## src/rtl/kmem_ctrl_pkg.sv

```systemverilog
// Shared types and sizing helpers for the kernel memory controller.
package kmem_ctrl_pkg;

  localparam int DEF_DATA_WIDTH = 128;
  localparam int DEF_WORD_WIDTH = 32;
  localparam int WORDS_PER_BEAT = DEF_DATA_WIDTH / DEF_WORD_WIDTH;

  typedef enum logic [1:0] {IDLE, LOAD, READ, DRAIN} kmem_state_e;

  function automatic int calc_beats(input int kernel_size, input int words_per_beat);
    return (kernel_size + words_per_beat - 1) / words_per_beat;
  endfunction

endpackage

```

## src/rtl/kernel_mem_ctrl_if.sv

```systemverilog
// Host load, read command, kernel memory and MAC weight stream bundle.
// KMEM_CTRL_ERR_EN adds the sticky cmd_err status bit.
interface kernel_mem_ctrl_if
  import kmem_ctrl_pkg::*;
#(
  parameter int DATA_WIDTH    = DEF_DATA_WIDTH,
  parameter int WORD_WIDTH    = DEF_WORD_WIDTH,
  parameter int ADDRESS_WIDTH = 6
);
  logic                     load_start;
  logic                     load_valid;
  logic [DATA_WIDTH-1:0]    load_data;
  logic                     load_ready;
  logic                     load_done;
  logic                     read_start;
  logic                     read_done;
  logic                     busy;
  logic                     kernel_loaded;
  logic                     mem_en;
  logic                     mem_write_en;
  logic                     mem_last_address;
  logic [ADDRESS_WIDTH-1:0] mem_address;
  logic [DATA_WIDTH-1:0]    mem_data_in;
  logic [WORD_WIDTH-1:0]    mem_data_out;
  logic [WORD_WIDTH-1:0]    weight_out;
  logic                     weight_valid;
  logic [ADDRESS_WIDTH-1:0] weight_index;
`ifdef KMEM_CTRL_ERR_EN
  logic                     cmd_err;
`endif

  modport slave (
    input  load_start, load_valid, load_data, read_start, mem_data_out,
    output load_ready, load_done, read_done, busy, kernel_loaded,
           mem_en, mem_write_en, mem_last_address, mem_address, mem_data_in,
           weight_out, weight_valid, weight_index
`ifdef KMEM_CTRL_ERR_EN
    , output cmd_err
`endif
  );

  modport master (
    output load_start, load_valid, load_data, read_start, mem_data_out,
    input  load_ready, load_done, read_done, busy, kernel_loaded,
           mem_en, mem_write_en, mem_last_address, mem_address, mem_data_in,
           weight_out, weight_valid, weight_index
`ifdef KMEM_CTRL_ERR_EN
    , input cmd_err
`endif
  );

endinterface

```

## src/rtl/kmem_rd_pipe.sv

```systemverilog
// Delays read tags {valid, index, last} to line up with memory read data.
// READ_LATENCY must be at least 1.
module kmem_rd_pipe #(
  parameter int ADDRESS_WIDTH = 6,
  parameter int READ_LATENCY  = 1
) (
  input  logic                     clk,
  input  logic                     rst,
  input  logic                     i_vld,
  input  logic [ADDRESS_WIDTH-1:0] i_idx,
  input  logic                     i_last,
  output logic                     o_vld,
  output logic [ADDRESS_WIDTH-1:0] o_idx,
  output logic                     o_last
);
  logic [READ_LATENCY:1]                    vld_pipe;
  logic [READ_LATENCY:1]                    last_pipe;
  logic [READ_LATENCY:1][ADDRESS_WIDTH-1:0] idx_pipe;

  always_ff @(posedge clk) begin
    if (rst) begin
      vld_pipe  <= '0;
      last_pipe <= '0;
      idx_pipe  <= '0;
    end else begin
      vld_pipe[1]  <= i_vld;
      last_pipe[1] <= i_last;
      idx_pipe[1]  <= i_idx;
      for (int s = 2; s <= READ_LATENCY; s++) begin
        vld_pipe[s]  <= vld_pipe[s-1];
        last_pipe[s] <= last_pipe[s-1];
        idx_pipe[s]  <= idx_pipe[s-1];
      end
    end
  end

  assign o_vld  = vld_pipe[READ_LATENCY];
  assign o_idx  = idx_pipe[READ_LATENCY];
  assign o_last = last_pipe[READ_LATENCY];

endmodule

```

## src/rtl/kernel_mem_ctrl.sv

```systemverilog
// Kernel memory sequencer: packs host beats into kernel memory and streams weights to the MACs.
// Optional KMEM_CTRL_ERR_EN flags illegal commands on a sticky cmd_err.
module kernel_mem_ctrl
  import kmem_ctrl_pkg::*;
#(
  parameter int DATA_WIDTH    = DEF_DATA_WIDTH,
  parameter int WORD_WIDTH    = DEF_WORD_WIDTH,
  parameter int ADDRESS_WIDTH = 6,
  parameter int KERNEL_SIZE   = 9,
  parameter int READ_LATENCY  = 1
) (
  input logic              clk,
  input logic              rst,
  kernel_mem_ctrl_if.slave bus
);
  localparam int WPB     = DATA_WIDTH / WORD_WIDTH;
  localparam int BEATS   = calc_beats(KERNEL_SIZE, WPB);
  localparam int BW      = (BEATS > 1) ? $clog2(BEATS) : 1;
  localparam bit PARTIAL = (KERNEL_SIZE % WPB) != 0;

  kmem_state_e              r_state, w_state_nxt;
  logic [BW-1:0]            r_beat;
  logic                     r_kernel_loaded, r_load_done;
  logic                     r_mem_en, r_mem_write_en, r_mem_last_address;
  logic [ADDRESS_WIDTH-1:0] r_mem_address;
  logic [DATA_WIDTH-1:0]    r_mem_data_in;
  logic                     w_xfer, w_last_beat, w_last_addr, w_issue, w_rd_last, w_rd_start;

  assign w_xfer      = (r_state == LOAD) && bus.load_valid;
  assign w_last_beat = r_beat == BW'(BEATS - 1);
  assign w_last_addr = r_mem_address == ADDRESS_WIDTH'(KERNEL_SIZE - 1);
  assign w_issue     = r_mem_en && !r_mem_write_en;
  assign w_rd_start  = bus.read_start && r_kernel_loaded;

  always_ff @(posedge clk) begin
    if (rst) r_state <= IDLE;
    else     r_state <= w_state_nxt;
  end

  always_comb begin
    w_state_nxt = r_state;
    case (r_state)
      IDLE:    if (bus.load_start) w_state_nxt = LOAD;
               else if (w_rd_start) w_state_nxt = READ;
      LOAD:    if (w_xfer && w_last_beat) w_state_nxt = IDLE;
      READ:    if (w_last_addr) w_state_nxt = DRAIN;
      DRAIN:   if (bus.read_done) w_state_nxt = IDLE;
      default: w_state_nxt = IDLE;
    endcase
  end

  // Enables and done pulse default low each cycle; address/data hold between uses.
  always_ff @(posedge clk) begin
    if (rst) begin
      r_beat             <= '0;
      r_kernel_loaded    <= 1'b0;
      r_load_done        <= 1'b0;
      r_mem_en           <= 1'b0;
      r_mem_write_en     <= 1'b0;
      r_mem_last_address <= 1'b0;
      r_mem_address      <= '0;
      r_mem_data_in      <= '0;
    end else begin
      r_load_done    <= 1'b0;
      r_mem_en       <= 1'b0;
      r_mem_write_en <= 1'b0;
      case (r_state)
        IDLE: begin
          if (bus.load_start) begin
            r_kernel_loaded <= 1'b0;
            r_beat          <= '0;
          end else if (w_rd_start) begin
            r_mem_en      <= 1'b1;
            r_mem_address <= '0;
          end
        end
        LOAD: begin
          if (w_xfer) begin
            r_mem_en           <= 1'b1;
            r_mem_write_en     <= 1'b1;
            r_mem_address      <= ADDRESS_WIDTH'(int'(r_beat) * WPB);
            r_mem_data_in      <= bus.load_data;
            r_mem_last_address <= !(w_last_beat && PARTIAL);
            if (w_last_beat) begin
              r_load_done     <= 1'b1;
              r_kernel_loaded <= 1'b1;
            end else begin
              r_beat <= r_beat + 1'b1;
            end
          end
        end
        READ: begin
          if (!w_last_addr) begin
            r_mem_en      <= 1'b1;
            r_mem_address <= r_mem_address + 1'b1;
          end
        end
        default: ;
      endcase
    end
  end

  kmem_rd_pipe #(
    .ADDRESS_WIDTH(ADDRESS_WIDTH),
    .READ_LATENCY (READ_LATENCY)
  ) u_rd_pipe (
    .clk   (clk),
    .rst   (rst),
    .i_vld (w_issue),
    .i_idx (r_mem_address),
    .i_last(w_issue && w_last_addr),
    .o_vld (bus.weight_valid),
    .o_idx (bus.weight_index),
    .o_last(w_rd_last)
  );

  assign bus.read_done        = bus.weight_valid && w_rd_last;
  assign bus.load_ready       = r_state == LOAD;
  assign bus.busy             = r_state != IDLE;
  assign bus.load_done        = r_load_done;
  assign bus.kernel_loaded    = r_kernel_loaded;
  assign bus.mem_en           = r_mem_en;
  assign bus.mem_write_en     = r_mem_write_en;
  assign bus.mem_last_address = r_mem_last_address;
  assign bus.mem_address      = r_mem_address;
  assign bus.mem_data_in      = r_mem_data_in;
  assign bus.weight_out       = bus.mem_data_out;

`ifdef KMEM_CTRL_ERR_EN
  logic r_cmd_err, w_err;

  // A read request is only an error when no load request claims the same cycle.
  assign w_err = ((r_state == IDLE) && bus.read_start && !bus.load_start && !r_kernel_loaded)
              || ((r_state != IDLE) && (bus.load_start || bus.read_start))
              || ((r_state != LOAD) && bus.load_valid);

  always_ff @(posedge clk) begin
    if (rst)        r_cmd_err <= 1'b0;
    else if (w_err) r_cmd_err <= 1'b1;
  end

  assign bus.cmd_err = r_cmd_err;
`endif

endmodule

```

## src/flat_wrapper.sv

```systemverilog
// flat-port wrapper written by rule: the top's interface ports become plain ports
module kernel_mem_ctrl_flat import kmem_ctrl_pkg::*;
#(
  parameter int DATA_WIDTH    = DEF_DATA_WIDTH,
  parameter int WORD_WIDTH    = DEF_WORD_WIDTH,
  parameter int ADDRESS_WIDTH = 6,
  parameter int KERNEL_SIZE   = 9,
  parameter int READ_LATENCY  = 1
)
  (clk, rst, bus_load_start, bus_load_valid, bus_load_data, bus_read_start, bus_mem_data_out, bus_load_ready, bus_load_done, bus_read_done, bus_busy, bus_kernel_loaded, bus_mem_en, bus_mem_write_en, bus_mem_last_address, bus_mem_address, bus_mem_data_in, bus_weight_out, bus_weight_valid, bus_weight_index);
  kernel_mem_ctrl_if #(.DATA_WIDTH(DATA_WIDTH), .WORD_WIDTH(WORD_WIDTH), .ADDRESS_WIDTH(ADDRESS_WIDTH)) bus_i ();
  input logic clk;
  input logic rst;
  input wire logic [$bits(bus_i.load_start)-1:0] bus_load_start;
  input wire logic [$bits(bus_i.load_valid)-1:0] bus_load_valid;
  input wire logic [$bits(bus_i.load_data)-1:0] bus_load_data;
  input wire logic [$bits(bus_i.read_start)-1:0] bus_read_start;
  input wire logic [$bits(bus_i.mem_data_out)-1:0] bus_mem_data_out;
  output wire logic [$bits(bus_i.load_ready)-1:0] bus_load_ready;
  output wire logic [$bits(bus_i.load_done)-1:0] bus_load_done;
  output wire logic [$bits(bus_i.read_done)-1:0] bus_read_done;
  output wire logic [$bits(bus_i.busy)-1:0] bus_busy;
  output wire logic [$bits(bus_i.kernel_loaded)-1:0] bus_kernel_loaded;
  output wire logic [$bits(bus_i.mem_en)-1:0] bus_mem_en;
  output wire logic [$bits(bus_i.mem_write_en)-1:0] bus_mem_write_en;
  output wire logic [$bits(bus_i.mem_last_address)-1:0] bus_mem_last_address;
  output wire logic [$bits(bus_i.mem_address)-1:0] bus_mem_address;
  output wire logic [$bits(bus_i.mem_data_in)-1:0] bus_mem_data_in;
  output wire logic [$bits(bus_i.weight_out)-1:0] bus_weight_out;
  output wire logic [$bits(bus_i.weight_valid)-1:0] bus_weight_valid;
  output wire logic [$bits(bus_i.weight_index)-1:0] bus_weight_index;
  assign bus_i.load_start = bus_load_start;
  assign bus_i.load_valid = bus_load_valid;
  assign bus_i.load_data = bus_load_data;
  assign bus_i.read_start = bus_read_start;
  assign bus_i.mem_data_out = bus_mem_data_out;
  assign bus_load_ready = bus_i.load_ready;
  assign bus_load_done = bus_i.load_done;
  assign bus_read_done = bus_i.read_done;
  assign bus_busy = bus_i.busy;
  assign bus_kernel_loaded = bus_i.kernel_loaded;
  assign bus_mem_en = bus_i.mem_en;
  assign bus_mem_write_en = bus_i.mem_write_en;
  assign bus_mem_last_address = bus_i.mem_last_address;
  assign bus_mem_address = bus_i.mem_address;
  assign bus_mem_data_in = bus_i.mem_data_in;
  assign bus_weight_out = bus_i.weight_out;
  assign bus_weight_valid = bus_i.weight_valid;
  assign bus_weight_index = bus_i.weight_index;
  kernel_mem_ctrl #(.DATA_WIDTH(DATA_WIDTH), .WORD_WIDTH(WORD_WIDTH), .ADDRESS_WIDTH(ADDRESS_WIDTH), .KERNEL_SIZE(KERNEL_SIZE), .READ_LATENCY(READ_LATENCY)) u_core (.clk(clk), .rst(rst), .bus(bus_i));
endmodule
```

## config.mk

```make
export PLATFORM = sky130hd
export DESIGN_NAME = kernel_mem_ctrl_flat
export DESIGN_NICKNAME = d
export VERILOG_FILES = /design/src/rtl/kmem_ctrl_pkg.sv /design/src/rtl/kernel_mem_ctrl_if.sv /design/src/rtl/kmem_rd_pipe.sv /design/src/rtl/kernel_mem_ctrl.sv /design/src/flat_wrapper.sv
export SDC_FILE = /design/constraint.sdc
export NUM_CORES = 1
export LEC_CHECK = 0
export ABC_AREA = 1
export BUFFER_PORTS_ARGS = -buffer_cell sky130_fd_sc_hd__buf_2
export CAP_MARGIN = 20
export CORE_MARGIN = 4
export CORE_UTILIZATION = 25
export CTS_BUF_LIST = sky130_fd_sc_hd__clkbuf_8 sky130_fd_sc_hd__clkbuf_16
export DETAILED_ROUTE_END_ITERATION = 6
export HOLD_SLACK_MARGIN = 0.05
export PLACE_DENSITY_LB_ADDON = 0.12
export SYNTH_ARGS = -nofsm -noshare
export SYNTH_HDL_FRONTEND = slang
export SYNTH_SLANG_ARGS = --single-unit
export TNS_END_PERCENT = 10
```

## constraint.sdc

```tcl
create_clock -name clk -period 1.85 [get_ports clk]
set_input_delay 0.37 -clock clk [delete_from_list [all_inputs] [get_ports clk]]
set_output_delay 0.37 -clock clk [all_outputs]
set_load 0.02 [all_outputs]
```

==> run_results.csv, run 1 <==
group,metric,value,unit
detailed_routing,routed-via-count,5401,
worst_hold_path,hp-start,"bus_load_data[49]",
global_routing,antenna_found_initial,1,
yosys,synth_area_per_cell,7.73,µm²
sta,relSlewSlack,81.2,%
detailed_routing,wirelength,18200,µm
floorplanning,rows,55,
detailed_routing,via_per_inst,4.23,
floorplanning,fp.dieH,159,µm
yosys,netlist_area,5730,µm²
power_and_ir_drop,power_leakage,3.72,nW
placed_design,routabilityCongestion,0.748,
yosys,yosys.area_share.simple,23.0,%
floorplanning,initial_core_util,25.4,%
worst_hold_path,hp-class,"in -> reg",
floorplanning,design.portCount,346,
floorplanning,core,22600,µm²
job,max_cap_viol_count,0,
floorplanning,die_w,159,µm
layout,area_growth,34.9,%
yosys,synth_compound_area_share,12.7,%
global_routing,grt_max_degree,69,
critical_path,arrival,1320,ps
sta,setup_tns,0,ps
placed_design,port_buffers,281,
placed_design,dpl.hpwl,12900,µm
sta,fmax,591,MHz
clocking,cts_buffers,17,
power_and_ir_drop,p_sw,3.92,mW
layout,layout-drive-gt1-share,33.8,%
worst_hold_path,worstHoldEndpoint,"u_core.bus.mem_data_in[49]$_SDFFE_PP0P_",
yosys,synth.mux.area_fraction,0,%
power_and_ir_drop,switching_share,36.7,%
layout,num_antenna_cells,0,
layout,nNetsFinal,1150,
placed_design,place_area,7180,µm²
global_routing,grt_overflow,0,
critical_path,cp-start-kind,"flip-flop",
global_routing,grt_usage,13.8,%
yosys,ys_ff_latch,151,
detailed_routing,dr.pass1.iters,4,
yosys,syn-num-nets,914,
sta,worstMarginPinSlew,279,ps
clocking,cts_buffer_depth,2,
critical_path,reg2reg_from,"u_core.r_state[1]$_SDFFE_PP0P_",
global_routing,grt_pass1_wl,28600,µm
critical_path,rr_endpoint,"u_core.bus.mem_address[2]$_SDFFE_PP0P_",
clocking,root_buffer,"clkbuf_16",
power_and_ir_drop,power_frac_clock,30.6,%
clocking,clk_pin_slew,70,ps
yosys,synth_xor_area_share,0.153,%
critical_path,startpoint,"u_core.r_state[1]$_SDFFE_PP0P_",
detailed_routing,first_iter_violations,275,
detailed_routing,antenna_left,0,
detailed_routing,wl_per_cell,14.2,µm
critical_path,worstPathRequired,1480,ps
power_and_ir_drop,power_density,1380,nW/µm²
yosys,synth_cell_type_count,23,
power_and_ir_drop,power_frac_seq,39.3,%
global_routing,grt_pass1_vias,5193,
detailed_routing,drc,0,
critical_path,reg2reg_slack,220,ps
sta,rsz0062_at_grt,"no",
yosys,synth_top_family_by_area,"simple AND/OR/NAND/NOR gates",
power_and_ir_drop,irDropWorstVdd,0.555,mV
sta,fin_crit_sh,91.5,%
sta,setup_violations,0,
clocking,ctsHoldBuffers,0,
layout,final_area,7730,µm²
critical_path,critPathKind,"reg -> out",
yosys,yosysWarnings,0,
sta,min_period,1690,ps
critical_path,worstPathMaxFanout,8,
clocking,ctsHtreeMaxLevel,4,
clocking,clk_latency,410,ps
worst_hold_path,hold_depth,3,
sta,finalHoldViolCount,0,
status,status,"finished clean",
power_and_ir_drop,p_int,6.74,mW
yosys,synth_cells,742,
critical_path,worstSetupEndpointType,"output port",
sta,finClkSkew,5.90,ps
clocking,cts.sinks,151,
critical_path,r2r_cells,9,
clocking,cts_tree,"yes",
yosys,ys_seq_area_share,52.7,%
power_and_ir_drop,pwr-share-comb,30.1,%
floorplanning,die-area,25400,µm²
sta,final_max_slew_viol_count,0,
yosys,synth_adder_area_share,1.53,%
[state kept, by name, summed over array words and instances, names as in the netlist, 2 cells and up]
signal                  count
u_core.bus.mem_data_in    128
u_core.u_rd_pipe.o_idx      6
u_core.bus.mem_address      6
u_core.r_state              2
u_core.r_beat               2
[area by class of cell]
| class | count | area [µm²] |
|---|---|---|
| clock buffer | 17 | 425 |
| fill | 2570 | 14800 |
| multi-input combinational | 494 | 2150 |
| clock inverter | 15 | 123 |
| tap | 285 | 357 |
| sequential | 151 | 3020 |
| timing repair buffer | 293 | 1570 |
| inverter | 21 | 82.6 |
[per-layer routing]
metal / track usage [%] / vias to the layer above / wire, µm
met5: 0 / - / 7
met4: 3.20 / 2 / 155
met3: 5.98 / 17 / 1600
met2: 22.2 / 194 / 8250
met1: 17.1 / 2392 / 8150
li1: - / 2796 / -
[through the flow]
stage | hold slack (ps) | setup slack, ps | power, mW | cells | util (%)
after floorplan | 474 | 320 | 6.47 | 742 | -
after global placement | 430 | 74.7 | 7.52 | 1244 | 31.8
after detailed placement | 434 | 98.9 | 7.53 | 1244 | 31.8
after CTS | 173 | 10.5 | 10.9 | 1276 | 34.2
after global routing | 195 | 34.1 | 11.4 | 1276 | 34.3
final | 201 | 157 | 10.7 | 1276 | 34.3
[power groups by stage]
stage | combinational, mW | sequential [mW] | clock [mW]
2_1_floorplan | 1.50 | 4.97 | 0
3_3_place_gp | 3.28 | 4.25 | 0
3_5_place_dp | 3.27 | 4.26 | 0
4_1_cts | 3.27 | 4.19 | 3.42
5_1_grt | 3.58 | 4.27 | 3.56
6_report | 3.21 | 4.19 | 3.26
[critical path, cell delays in order, from the launching register on]
cell     delay [ps]
dfxtp_1         340
inv_1            90
ha_2            270
buf_2           220
[worst max-delay path by stage]
stage                                                   to  cells past startpoint
floorplan           u_core.bus.mem_data_in[0]$_SDFFE_PP0P_                      7
global route                                      bus_busy                      4
global placement    u_core.bus.mem_address[2]$_SDFFE_PP0P_                      9
finish                                      bus_load_ready                      3
detailed placement  u_core.bus.mem_address[2]$_SDFFE_PP0P_                      9
CTS                                               bus_busy                      4
[cells by family after synthesis]
logic type	after synthesis
compound gates	144
xor+xnor	1
fa+ha+maj	7
buf+inv	97
flops	151
simple gates	342
[cell usage in the layout, fill, tap and decap left out, types with 2 or more instances in the layout]
cell,count
clkinv_4,3
nand2_1,39
inv_8,3
inv_6,3
buf_4,6
inv_1,20
nor2_2,4
dfxtp_1,150
nor2_1,283
nand3_1,12
clkinvlp_4,3
clkbuf_16,17
buf_12,6
a21oi_1,4
buf_2,281
ha_1,5
clkinv_2,3
o21ai_0,136
ha_2,2
[timing repair]
| action | in CTS | in global routing |
|---|---|---|
| resized for setup | 0 | 3 |
| setup endpoints to repair | 0 | 6 |
| buffers inserted | 0 | 0 |
| hold endpoints to repair | 0 | 0 |
[Yosys cell counts]
master	instances	area, µm²
o21a_1	1	7.51
nand2_1	39	146
buf_1	1	3.75
o22ai_1	1	6.26
nor4_1	1	6.26
dfxtp_1	151	3020
nor2_1	283	1060
clkbuf_1	27	101
xor2_1	1	8.76
nor2_2	4	25.0
o21ai_1	1	5.00
o21ai_0	136	681
nand3_1	12	60.1
buf_4	33	248
nand4_1	1	6.26
buf_6	10	113
inv_1	20	75.1
a21oi_1	4	20.0
buf_2	5	25.0
ha_1	7	87.6
o21bai_1	1	7.51
inv_2	1	3.75
nand2_2	2	12.5
(Power assumes the default switching activity.)
==> run 2: changes to the inputs <==
--- a/config.mk
+++ b/config.mk
@@ -5,7 +5,6 @@
 export SDC_FILE = /design/constraint.sdc
 export NUM_CORES = 1
 export LEC_CHECK = 0
-export ABC_AREA = 1
 export BUFFER_PORTS_ARGS = -buffer_cell sky130_fd_sc_hd__buf_2
 export CAP_MARGIN = 20
 export CORE_MARGIN = 4
==> run 2 against run 1 <==
Net effect: sequential power down 9.8%; final area up 2.9%; die area down 1.4%; clock skew about the same; synthesized area down 1.5%; critical path type unchanged; maximum frequency down 4.2%; synthesized cell count down 4.4%; power down 4.1%; cell count down 2.0%.
==> run_results.csv, run 2 <==
group,metric,value,unit
critical_path,rr_endpoint,"u_core.bus.mem_address[0]$_SDFFE_PP0P_",
detailed_routing,wl_per_cell,14.3,µm
clocking,ctsHoldBuffers,0,
layout,utilization,36.1,%
layout,layout_common_cells,"buf_2 (279), nand2_1 (262), dfxtp_1 (149)",
yosys,synth.mux.area_fraction,0.354,%
floorplanning,initial_core_util,25.7,%
power_and_ir_drop,power_density,1280,nW/µm²
critical_path,r2r_cells,5,
yosys,synthTopCellsByCount,"nand2_1 (263), dfxtp_1 (151), a21oi_1 (136)",
placed_design,dp.cells,1221,
sta,fin_crit_sh,95.5,%
yosys,synth_top_area_share,53.5,%
clocking,cts_buffer_depth,2,
critical_path,arrival,1400,ps
yosys,netlist_area,5650,µm²
layout,final_cells,1251,
critical_path,cp_num_buf_inv,3,
floorplanning,design.portCount,346,
power_and_ir_drop,irDropWorstVdd,0.531,mV
yosys,synth_cell_type_count,41,
yosys,synth.area.top_cells,"dfxtp_1 (53%), nand2_1 (17%), a21oi_1 (12%), buf_4 (4.3%), clkbuf_1 (2.8%)",
yosys,async_flop_share,0,%
detailed_routing,wl_met2,8430,µm
clocking,cts.sinks,151,
critical_path,critPathKind,"reg -> out",
global_routing,grt_pass1_vias,5431,
placed_design,routabilityCongestion,0.749,
critical_path,reg2reg_slack,120,ps
global_routing,grt_overflow,0,
clocking,cts_buffers,17,
clocking,root_buffer,"clkbuf_16",
detailed_routing,via_per_inst,4.40,
clocking,clk_pin_slew,60,ps
yosys,syn-num-nets,881,
critical_path,worstSetupEndpointType,"output port",
layout,nNetsFinal,1132,
yosys,synth_top_family_by_area,"simple AND/OR/NAND/NOR gates",
clocking,ctsHtreeMaxLevel,4,
floorplanning,die-area,25100,µm²
global_routing,grt_max_degree,56,
worst_hold_path,hp-start,"bus_load_data[100]",
worst_hold_path,hold_depth,3,
status,status,"finished clean",
yosys,synth_edf_count,0,
sta,fin_hold_ws,182,ps
yosys,synth_cells,709,
detailed_routing,top_layer,"met4",
global_routing,grt_usage,13.9,%
floorplanning,rows,54,
critical_path,crit_path_top_delay_cell,"dfxtp_2",
layout,mostFrequentLayoutCell,"buf_2",
yosys,yosysMostFrequentCell,"nand2_1",
detailed_routing,wirelength,17800,µm
placed_design,dpl.hpwl,12600,µm
detailed_routing,met1_length,7430,µm
yosys,yosysWarnings,0,
worst_hold_path,hp-class,"in -> reg",
clocking,cts_tree,"yes",
critical_path,path_delay_family,"buffers and inverters",
layout,num_antenna_cells,0,
power_and_ir_drop,total_power,10.2,mW
worst_hold_path,worstHoldEndpoint,"u_core.bus.mem_data_in[100]$_SDFFE_PP0P_",
placed_design,port_buffers,281,
detailed_routing,routed-via-count,5504,
critical_path,crit_chain,"inv_1 > ha_1 > buf_4 > buf_2",
job,max_cap_viol_count,0,
layout,layout-drive-gt1-share,35.7,%
yosys,synthFlopType,"dfxtp_1",
clocking,clk_latency,420,ps
yosys,ys_seq_area_share,53.5,%
floorplanning,fp.dieH,158,µm
yosys,yosys.area_share.simple,21.3,%
critical_path,worstPathRequired,1480,ps
detailed_routing,drc,0,
critical_path,worstPathMaxFanout,12,
global_routing,grt_pass1_wl,27800,µm
floorplanning,core,22000,µm²
critical_path,max_stage_delay,330,ps
global_routing,antenna_found_initial,0,
detailed_routing,dr.pass1.iters,4,
floorplanning,die_w,158,µm
yosys,synth.largest_area_cell,"dfxtp_1",
layout,area_growth,40.8,%
detailed_routing,wl_met3,1580,µm
layout,largest_reg_flops,128,
sta,finalHoldViolCount,0,
sta,setup_violations,0,
sta,worstMarginPinSlew,377,ps
sta,rsz0062_at_grt,"yes",
yosys,synth_adder_area_share,1.55,%
yosys,synth_xor_area_share,0.310,%
sta,fmax,566,MHz
yosys,ys_ff_latch,151,
yosys,synth_area_per_cell,7.97,µm²
sta,relSlewSlack,74.8,%
detailed_routing,antenna_left,0,
sta,min_period,1770,ps
detailed_routing,first_iter_violations,275,
power_and_ir_drop,power_leakage,3.61,nW
yosys,synth_compound_area_share,15.0,%
sta,finClkSkew,5.94,ps
critical_path,reg2reg_from,"u_core.r_state[0]$_SDFFE_PP0P_",
critical_path,cp-start-kind,"flip-flop",
sta,final_max_slew_viol_count,0,
## run 2: cell count changes in the layout (fill, tap and decap cells not counted), moves of 6 or more
cell and change:
a21oi_1 +132, buf_4 +18, nand2_1 +223, nor2_1 -273, inv_1 -10, nor2b_1 +6
o21ai_0 -130
## run 2: per-layer routing
layer | track usage, % | vias to the layer above
met1 | 16.6 | 2493
met4 | 5.48 | 0
met3 | 5.30 | 41
met5 | 0 | -
met2 | 22.6 | 196
li1 | - | 2774
## run 2: logic make-up (layout without fill, tap and decap cells)
kind of cell / Yosys count / count (layout)
mux: 2 / 2
compound gates: 158 / 158
simple gates: 301 / 301
xor+xnor: 2 / 2
fa+ha+maj: 7 / 7
flops: 151 / 151
buf+inv: 88 / 350
## run 2: how the worst max path moves through the flow
stage,start,depth (start not counted),end
2_1_floorplan,u_core.bus.mem_address[0]$_SDFFE_PP0P_,6,u_core.bus.mem_address[0]$_SDFFE_PP0P_
3_3_place_gp,u_core.r_state[0]$_SDFFE_PP0P_,5,u_core.bus.mem_address[0]$_SDFFE_PP0P_
3_5_place_dp,u_core.r_state[0]$_SDFFE_PP0P_,5,u_core.bus.mem_address[0]$_SDFFE_PP0P_
4_1_cts,u_core.r_state[0]$_SDFFE_PP0P_,5,bus_busy
5_1_grt,u_core.r_state[1]$_SDFFE_PP0P_,4,bus_load_ready
6_report,u_core.r_state[1]$_SDFFE_PP0P_,4,bus_load_ready
## run 2: what timing repair did
item,CTS,global route
endpoints found under the hold margin,0,0
setup buffers,0,0
gates resized for setup,4,2
endpoints found under the setup margin,1,2
## run 2: cell type report
cell class              instances  area (µm²)
clock inverters                13         208
inverters                       9        33.8
repair buffers                311        1730
well taps                     280         350
multi-input cells             470        2190
flip-flops and latches        151        3030
clock buffers                  17         425
fillers                      2413       14100
## run 2: worst register-to-register path: cells and delay by family (launching register included)
kind | cells | cell delay (ps)
buffers and inverters | 1 | 70
AND/OR/NAND/NOR | 1 | 510
AO/OA/AOI/OAI | 2 | 510
flip-flops | 1 | 360
adder cells (fa/ha/maj) | 1 | 210
## run 2: power by group
group	switching (mW)	internal [mW]
registers	0.167	3.61
logic	1.62	1.03
clock network	1.41	2.38
total	3.19	7.02
## run 2: per-stage QoR
| stage | instance area [µm²] | setup slack [ps] | setup TNS (ps) |
|---|---|---|---|
| final | 7960 | 83.4 | 0 |
| after global routing | 7960 | -24.7 | -24.7 |
| after CTS | 7960 | 6.60 | 0 |
| after detailed placement | 7310 | 52.3 | 0 |
| after global placement | 7310 | 75.9 | 0 |
| after floorplan | 5650 | 32.1 | 0 |
